[src/rtl/scan_pkg.sv]
// scan_pkg: shared mode encodings, channel limit and index mapping for the scan mux
package scan_pkg;
  localparam logic MODE_MANUAL  = 1'b0;
  localparam logic MODE_AUTO    = 1'b1;
  localparam int   MAX_CHANNELS = 64;
  function automatic int idx_map(input int idx, input int n, input bit rev);
    return rev ? n - 1 - idx : idx;
  endfunction
endpackage

[src/rtl/scan_divider.sv]
// scan_divider: prescaler producing one tick every DIV running cycles
module scan_divider #(
  parameter int DIV = 1
) (
  input  logic clk,
  input  logic reset,
  input  logic run,
  input  logic clear,
  output logic tick
);
  localparam int CW = DIV > 1 ? $clog2(DIV) : 1;
  localparam logic [CW-1:0] LAST = CW'(DIV - 1);
  logic [CW-1:0] r_cnt;
  assign tick = run && r_cnt == LAST;
  always_ff @(posedge clk or posedge reset)
    if (reset) r_cnt <= '0;
    else if (clear) r_cnt <= '0;
    else if (run) r_cnt <= tick ? '0 : r_cnt + 1'b1;
endmodule

[src/rtl/scan_mux_seq.sv]
// scan_mux_seq: registered N:1 bit selector with manual index load and auto-scan sequencer
module scan_mux_seq
  import scan_pkg::*;
#(
  parameter int N       = 36,
  parameter int SEL_W   = 6,
  parameter int DIV     = 1,
  parameter int REVERSE = 1
) (
  input  logic             clk,
  input  logic             reset,
  input  logic [N-1:0]     data_in,
  input  logic             mode,
  input  logic             enable,
  input  logic             load,
  input  logic [SEL_W-1:0] sel_in,
  output logic             out,
  output logic             valid,
  output logic [SEL_W-1:0] sel_out,
  output logic             wrap
);
  localparam logic [SEL_W:0]   NUM  = (SEL_W + 1)'(N);
  localparam logic [SEL_W-1:0] LAST = SEL_W'(N - 1);
  logic [SEL_W-1:0] r_idx;
  logic             r_out, r_valid, r_wrap;
  logic             w_run, w_tick, w_in_range;
  logic [SEL_W-1:0] w_map;
  logic [N-1:0]     w_shift;
  assign w_run = enable && mode == MODE_AUTO;
  scan_divider #(.DIV(DIV)) u_div (
    .clk   (clk),
    .reset (reset),
    .run   (w_run),
    .clear (load || mode == MODE_MANUAL),
    .tick  (w_tick)
  );
  assign w_in_range = {1'b0, r_idx} < NUM;
  // out-of-range indices may map anywhere; w_in_range masks the result
  assign w_map   = SEL_W'(idx_map(int'(r_idx), N, REVERSE != 0));
  assign w_shift = data_in >> w_map;
  always_ff @(posedge clk or posedge reset)
    if (reset) begin
      r_idx   <= '0;
      r_out   <= 1'b0;
      r_valid <= 1'b0;
      r_wrap  <= 1'b0;
    end else begin
      r_out   <= w_in_range && w_shift[0];
      r_valid <= w_in_range;
      r_wrap  <= !load && w_tick && r_idx >= LAST;
      if (load) r_idx <= sel_in;
      else if (w_tick) r_idx <= r_idx >= LAST ? '0 : r_idx + 1'b1;
    end
  assign out     = r_out;
  assign valid   = r_valid;
  assign sel_out = r_idx;
  assign wrap    = r_wrap;
endmodule

[config.mk]
export PLATFORM = sky130hd
export DESIGN_NAME = scan_mux_seq
export DESIGN_NICKNAME = d
export VERILOG_FILES = /design/src/rtl/scan_pkg.sv /design/src/rtl/scan_divider.sv /design/src/rtl/scan_mux_seq.sv
export SDC_FILE = /design/constraint.sdc
export NUM_CORES = 1
export LEC_CHECK = 0
export CAP_MARGIN = 20
export CORE_AREA = 2 2 60 62
export CTS_CLUSTER_DIAMETER = 150
export DETAILED_ROUTE_END_ITERATION = 16
export DIE_AREA = 0 0 62 64
export GPL_TIMING_DRIVEN = 0
export MAX_ROUTING_LAYER = met4
export SYNTH_ARGS = -nofsm -noshare
export SYNTH_HDL_FRONTEND = slang
export SYNTH_HIERARCHICAL = 1
export SYNTH_SLANG_ARGS = --single-unit
export TNS_END_PERCENT = 10
[constraint.sdc]
create_clock -name clk -period 2.35 [get_ports clk]
set_input_delay 0.235 -clock clk [delete_from_list [all_inputs] [get_ports clk]]
set_output_delay 0.235 -clock clk [all_outputs]
set_load 0.02 [all_outputs]
==> run summary, run 1 <==
status -> completed
Synth Flop Type -> dfrtp_1
pwr/cell area -> 436.8 nW/µm²
I/O pin count -> 56
Buf+Inv Stages, Crit Path -> 2
crit-path leading delay family -> flip-flops
Post-Syn Area -> 949.7 µm²
PortBufs -> 55
Reg-to-Reg Start -> sel_out[2]
fmax -> 0.5347 GHz
WL final -> 2778 µm
LEAKAGE -> 0.6644 nW
initial antenna violation count -> 0
Seq/Total Area, Yosys -> 26.35%
Worst path slowest cell -> dfrtp_1
worst-path cell chain -> buf_2, inv_1, ha_1, nand2b_1, o21ai_2, nand2_1, mux2_2, o21ai_0
largest net degree at the start of global routing -> 11
Routed Antenna Nets -> 0
Setup CP Type -> reg2reg
worst-margin pin slew -> 0.3845 ns
FF-to-FF End -> sel_out[0]
detailed-route DRC error count -> 0
number of synthesized register bits -> 10
TritonCTS Sinks -> 10
post-synth top area share -> 26.35%
Setup TNS Final -> 0 ns
number of max-cap violations -> 0
Root Buffer -> clkbuf_4
Worst Clk Skew -> 0.008647 ns
CTS buffer count -> 3
crit path launch type -> register
Worst EP required -> 2.54 ns
Die Wd -> 62 µm
Final Hold Violating Endpoints -> 0
Worst-Skew Late Latency -> 0.27 ns
most common cell after layout, fill and taps aside -> clkdlybuf4s50_1
Worst R2R Setup Slack -> 0.48 ns
worst rel slew slack -> 74.34%
Core ar. -> 3284 µm²
final setup fails -> 0
EDFF count, synth -> 0
synth top area cells -> dfrtp_1 26%, mux2i_1 13%, mux4_1 8.3%
Initial Utilization -> 28.91%
Cell variety after synth -> 39
Critical Path Sink Type -> register
global-route wire length before repair -> 4381 µm
cell taking the most area after synthesis -> dfrtp_1
max-slew violations -> 0
Crit Path Max Fanout -> 10
total power -> 0.6962 mW
number of vias per cell -> 4.786
Post-synth ARST share -> 100.0%
share of cells above drive strength 1 -> 9.146%
routability cong. -> 0.8817
Max Buffers Root-to-Sink -> 2
worst reg-to-reg path cell count -> 8
Hold Path Class -> in2async
total grt overflow -> 0
CP arrival -> 2.06 ns
Peak VDD IR -> 239.3 µV
Mapped Avg Cell Area -> 9.044 µm²
vias in the first global route -> 992
DRT iter0 DRCs -> 29
period utilization -> 79.59%
post-DP HPWL -> 2358 µm
Die H -> 64 µm
Antenna Cells -> 0
# rows -> 21
die area -> 3968 µm²
layout net count -> 215
per-cell routed wire length -> 13.23 µm
CTS tree -> built
Cells after Synth -> 105
syn nets -> 155
CTS clk-pin slew, worst paths -> 0.07 ns
Layout area overhead -> 67.85%
crit-path max cell delay -> 0.41 ns
min Tclk post-route -> 1.870 ns
First-pass DRT Iterations -> 4
unrepaired setup endpoints after global routing -> false
H-tree depth -> 1
all-layer global routing usage -> 14.86%
vias -> 1005
synth warn -> 6
commonest non-fill, non-tap cells in the layout -> 55 x clkdlybuf4s50_1, 14 x nand2_1, 12 x mux2i_1
CTS Hold Bufs -> 0
Post CTS Setup Buffer Count -> 0
layout filler cell count -> 329
post-CTS sizing -> 0
cells by family (layout without fill, tap and decap cells):
group                      count (synthesis)  count (layout)  share of synthesized area (%)
AOI/OAI and AO/OA                         23              23                          14.63
muxes                                     17              17                          24.51
buffers and inverters                     13              72                          7.246
and+or+nand+nor                           36              36                          20.55
xor gates and xnor gates                   3               3                          2.767
adders and majority gates                  3               3                          3.953
DFF                                       10              10                          26.35
area by class of cell:
| class | count | area (µm²) | area share (%) |
|---|---|---|---|
| plain buffers | 7 | 46.29 | 2.904 |
| clock buffers | 4 | 36.28 | 2.276 |
| inverters | 6 | 22.52 | 1.413 |
| multi-input cells | 82 | 630.6 | 39.56 |
| flip-flops and latches | 10 | 250.2 | 15.70 |
| well taps | 46 | 57.56 | 3.611 |
| repair buffers | 55 | 550.5 | 34.54 |
where the power goes:
part	switching [mW]	total, mW	internal (mW)
Sequential	0.0142	0.204	0.190
Clock	0.0625	0.157	0.0941
Combinational	0.144	0.335	0.191
Total	0.221	0.696	0.475
cell usage after synthesis (2+ instances only):
cell	number
mux4_1	3
o22ai_1	3
mux2i_1	12
clkbuf_1	3
nor2_1	3
a21oi_1	5
dfrtp_1	10
nand2b_1	2
and2_1	2
nor3_1	2
nand2_1	14
inv_1	6
xor2_1	2
buf_6	2
o21ai_0	9
and3_1	2
ha_1	3
layer usage:
| layer | vias up | part of all wire (%) | global-route usage [%] |
|---|---|---|---|
| li1 | 502 | - | - |
| met1 | 475 | 41 | 18.17 |
| met2 | 26 | 54 | 24.74 |
| met3 | 2 | 5.0 | 3.239 |
| met4 | 0 | 0.43 | 2.926 |
| met5 | - | 0 | - |
worst max path at each step:
stage                    start          to  cells past startpoint  slack (ns)
finish              sel_out[2]  sel_out[0]                      8        0.48
global route        sel_out[2]         out                      8        0.30
CTS                 sel_out[2]  sel_out[0]                      8        0.47
detailed placement        mode  sel_out[4]                      8        0.32
global placement          mode  sel_out[4]                      8        0.38
floorplan           sel_out[2]  sel_out[0]                      8        0.59
worst register-to-register path, cell delays in order (launching register included):
cell and delay, ns:
dfrtp_1 0.41, buf_2 0.19, inv_1 0.14, ha_1 0.23, nand2b_1 0.12, o21ai_2 0.24, nand2_1 0.08, mux2_2 0.26
o21ai_0 0.13
sequential cells by signal, indices dropped and copies added (netlist names):
signal and flops:
out 1, sel_out 6, u_div/r_cnt 1, valid 1, wrap 1
stage by stage:
stage                     cell area, µm²  setup WS (ns)  hold slack, ns  util, %  instances
final                               1594         0.4797          0.1406    48.53        210
after global routing                1594         0.2977          0.1623    48.53        210
after CTS                           1594         0.4725          0.1357    48.53        210
after detailed placement            1558         0.3234          0.4169    47.43        206
after global placement              1558         0.3827          0.4119    47.43        206
after floorplan                    949.7         0.5865        -0.03629        -        105
Note: power is estimated with default switching activity, not from simulation.
==> inputs of run 2 (changes only) <==
==> constraint.sdc (replaced) <==
create_clock -name clk -period 1.9 [get_ports clk]
set_input_delay 0.19 -clock clk [delete_from_list [all_inputs] [get_ports clk]]
set_output_delay 0.19 -clock clk [all_outputs]
set_load 0.02 [all_outputs]
==> run summary, run 2 (same netlist as run 1, synthesis figures left out) <==
status -> completed
per-cell routed wire length -> 13.46 µm
most common cell after layout, fill and taps aside -> clkdlybuf4s50_1
fmax -> 0.5634 GHz
Highest Signal Layer -> met4
Reg-to-Reg Start -> sel_out[2]
PortBufs -> 55
Max Buffers Root-to-Sink -> 2
vias in the first global route -> 992
min Tclk post-route -> 1.775 ns
worst-path cell chain -> clkbuf_4, inv_2, ha_2, nand2b_4, o21ai_4, nand2_1, mux2_2, o21ai_0
Die Wd -> 62 µm
all-layer global routing usage -> 14.86%
register share of total power -> 28.4%
Worst EP required -> 2.09 ns
largest net degree at the start of global routing -> 11
max-slew violations -> 0
commonest non-fill, non-tap cells in the layout -> 55 x clkdlybuf4s50_1, 14 x nand2_1, 12 x mux2i_1
CP arrival -> 1.96 ns
CTS buffer count -> 3
Combinational Power Share -> 49.6%
multi-input logic area -> 655.6 µm²
Setup CP Type -> reg2reg
placed instance count -> 206
DRT iter0 DRCs -> 16
post-DP HPWL -> 2358 µm
worst rel slew slack -> 71.37%
Min Hold Slack -> 0.1010 ns
H-tree depth -> 1
I/O pin count -> 56
crit-path max cell delay -> 0.41 ns
Psw -> 0.2863 mW
period utilization -> 93.41%
Core ar. -> 3284 µm²
detailed-route DRC error count -> 0
CTS tree -> built
metal2 WL -> 1569 µm
Root Buffer -> clkbuf_4
Post-Place Setup Slack -> -0.08158 ns
Crit Path Max Fanout -> 10
Met3 Wirelength -> 133 µm
Hold Path Class -> in2async
Worst Clk Skew -> 0.01078 ns
Largest register FFs -> 6
Clock Power Share -> 22.0%
Worst-Skew Late Latency -> 0.27 ns
TritonCTS Sinks -> 10
Routed Antenna Nets -> 0
die area -> 3968 µm²
Die H -> 64 µm
Initial Utilization -> 28.91%
unrepaired setup endpoints after global routing -> true
share of cells above drive strength 1 -> 12.65%
FF/Latch Area -> 250.2 µm²
LEAKAGE -> 0.6792 nW
total power -> 0.8892 mW
Final Hold Violating Endpoints -> 0
CTS clk-pin slew, worst paths -> 0.08 ns
CTS Hold Bufs -> 0
Worst Setup SP -> sel_out[2]
initial antenna violation count -> 0
total grt overflow -> 0
wl on met1 -> 1138 µm
Worst path slowest cell -> dfrtp_1
Layout area overhead -> 72.33%
global-route wire length before repair -> 4381 µm
WL final -> 2854 µm
routability cong. -> 0.8817
layout filler cell count -> 324
Critical Path Sink Type -> register
worst-margin pin slew -> 0.4295 ns
Switching Share -> 32.20%
First-pass DRT Iterations -> 4
vias -> 1013
layout net count -> 217
final setup fails -> 0
pwr/cell area -> 543.4 nW/µm²
Peak VDD IR -> 317.9 µV
Antenna Cells -> 0
Post-Layout Cell Count -> 212
crit path launch type -> register
number of max-cap violations -> 0
Int Power -> 0.6029 mW
fin worst setup slack -> 0.1252 ns
number of vias per cell -> 4.778
# rows -> 21
[run 2: changes by cell type in the layout (fill, tap and decap cells not counted), sizes merged]
cell,delta
clkbuf,+1
buf,+1
[run 2: timing repair]
| item | 4_1_cts | 5_1_grt |
|---|---|---|
| resized for setup | 0 | 8 |
| setup endpoints to repair | 0 | 6 |
| buffers inserted | 0 | 2 |
[run 2: stage by stage]
| stage | util [%] | setup TNS, ns | instance area [µm²] |
|---|---|---|---|
| floorplan | - | 0 | 949.7 |
| global placement | 47.43 | -0.02226 | 1558 |
| detailed placement | 47.43 | -0.08158 | 1558 |
| CTS | 48.53 | 0 | 1594 |
| global route | 49.83 | -0.03503 | 1637 |
| finish | 49.83 | 0 | 1637 |
[run 2: critical path, delay by kind of cell (launching register included)]
kind / cells / cell delay [ns]
AOI/OAI and AO/OA: 2 / 0.32
adders and majority gates: 1 / 0.26
buffers and inverters: 2 / 0.30
DFF: 1 / 0.41
muxes: 1 / 0.25
and+or+nand+nor: 2 / 0.16
[run 2: layer usage]
metal	GRT usage (%)	up-vias
met5	-	-
met2	24.74	26
met3	3.239	2
met1	18.17	481
met4	2.926	0
li1	-	504
[run 2: final cells by class]
cell class | count | share of cell area (%)
repair buffers | 57 | 34.56
well taps | 46 | 3.517
plain buffers | 7 | 2.982
inverters | 6 | 1.376
flip-flops and latches | 10 | 15.29
clock buffers | 4 | 2.217
multi-input cells | 82 | 40.06
[run 2: path summary, 6_finish.rpt]
| path | endpoint | slack [ns] | cells after the start |
|---|---|---|---|
| worst min register to register | u_div/r_cnt | 0.52 | 1 |
| worst max register to register | sel_out[0] | 0.13 | 8 |
| worst max-delay path | sel_out[0] | 0.13 | 8 |
| worst min-delay path | u_div/r_cnt | 0.10 | 2 |
| max in group asynchronous | sel_out[0] | 1.40 | 2 |
| min in group clk | sel_out[3] | 0.47 | 3 |
[run 2: power by group through the flow]
stage,Combinational [mW],Clock [mW],Sequential (mW)
after floorplan,0.209,0,0.281
after global placement,0.414,0,0.255
after detailed placement,0.419,0,0.258
after CTS,0.421,0.201,0.254
after global routing,0.485,0.215,0.256
final,0.441,0.196,0.252
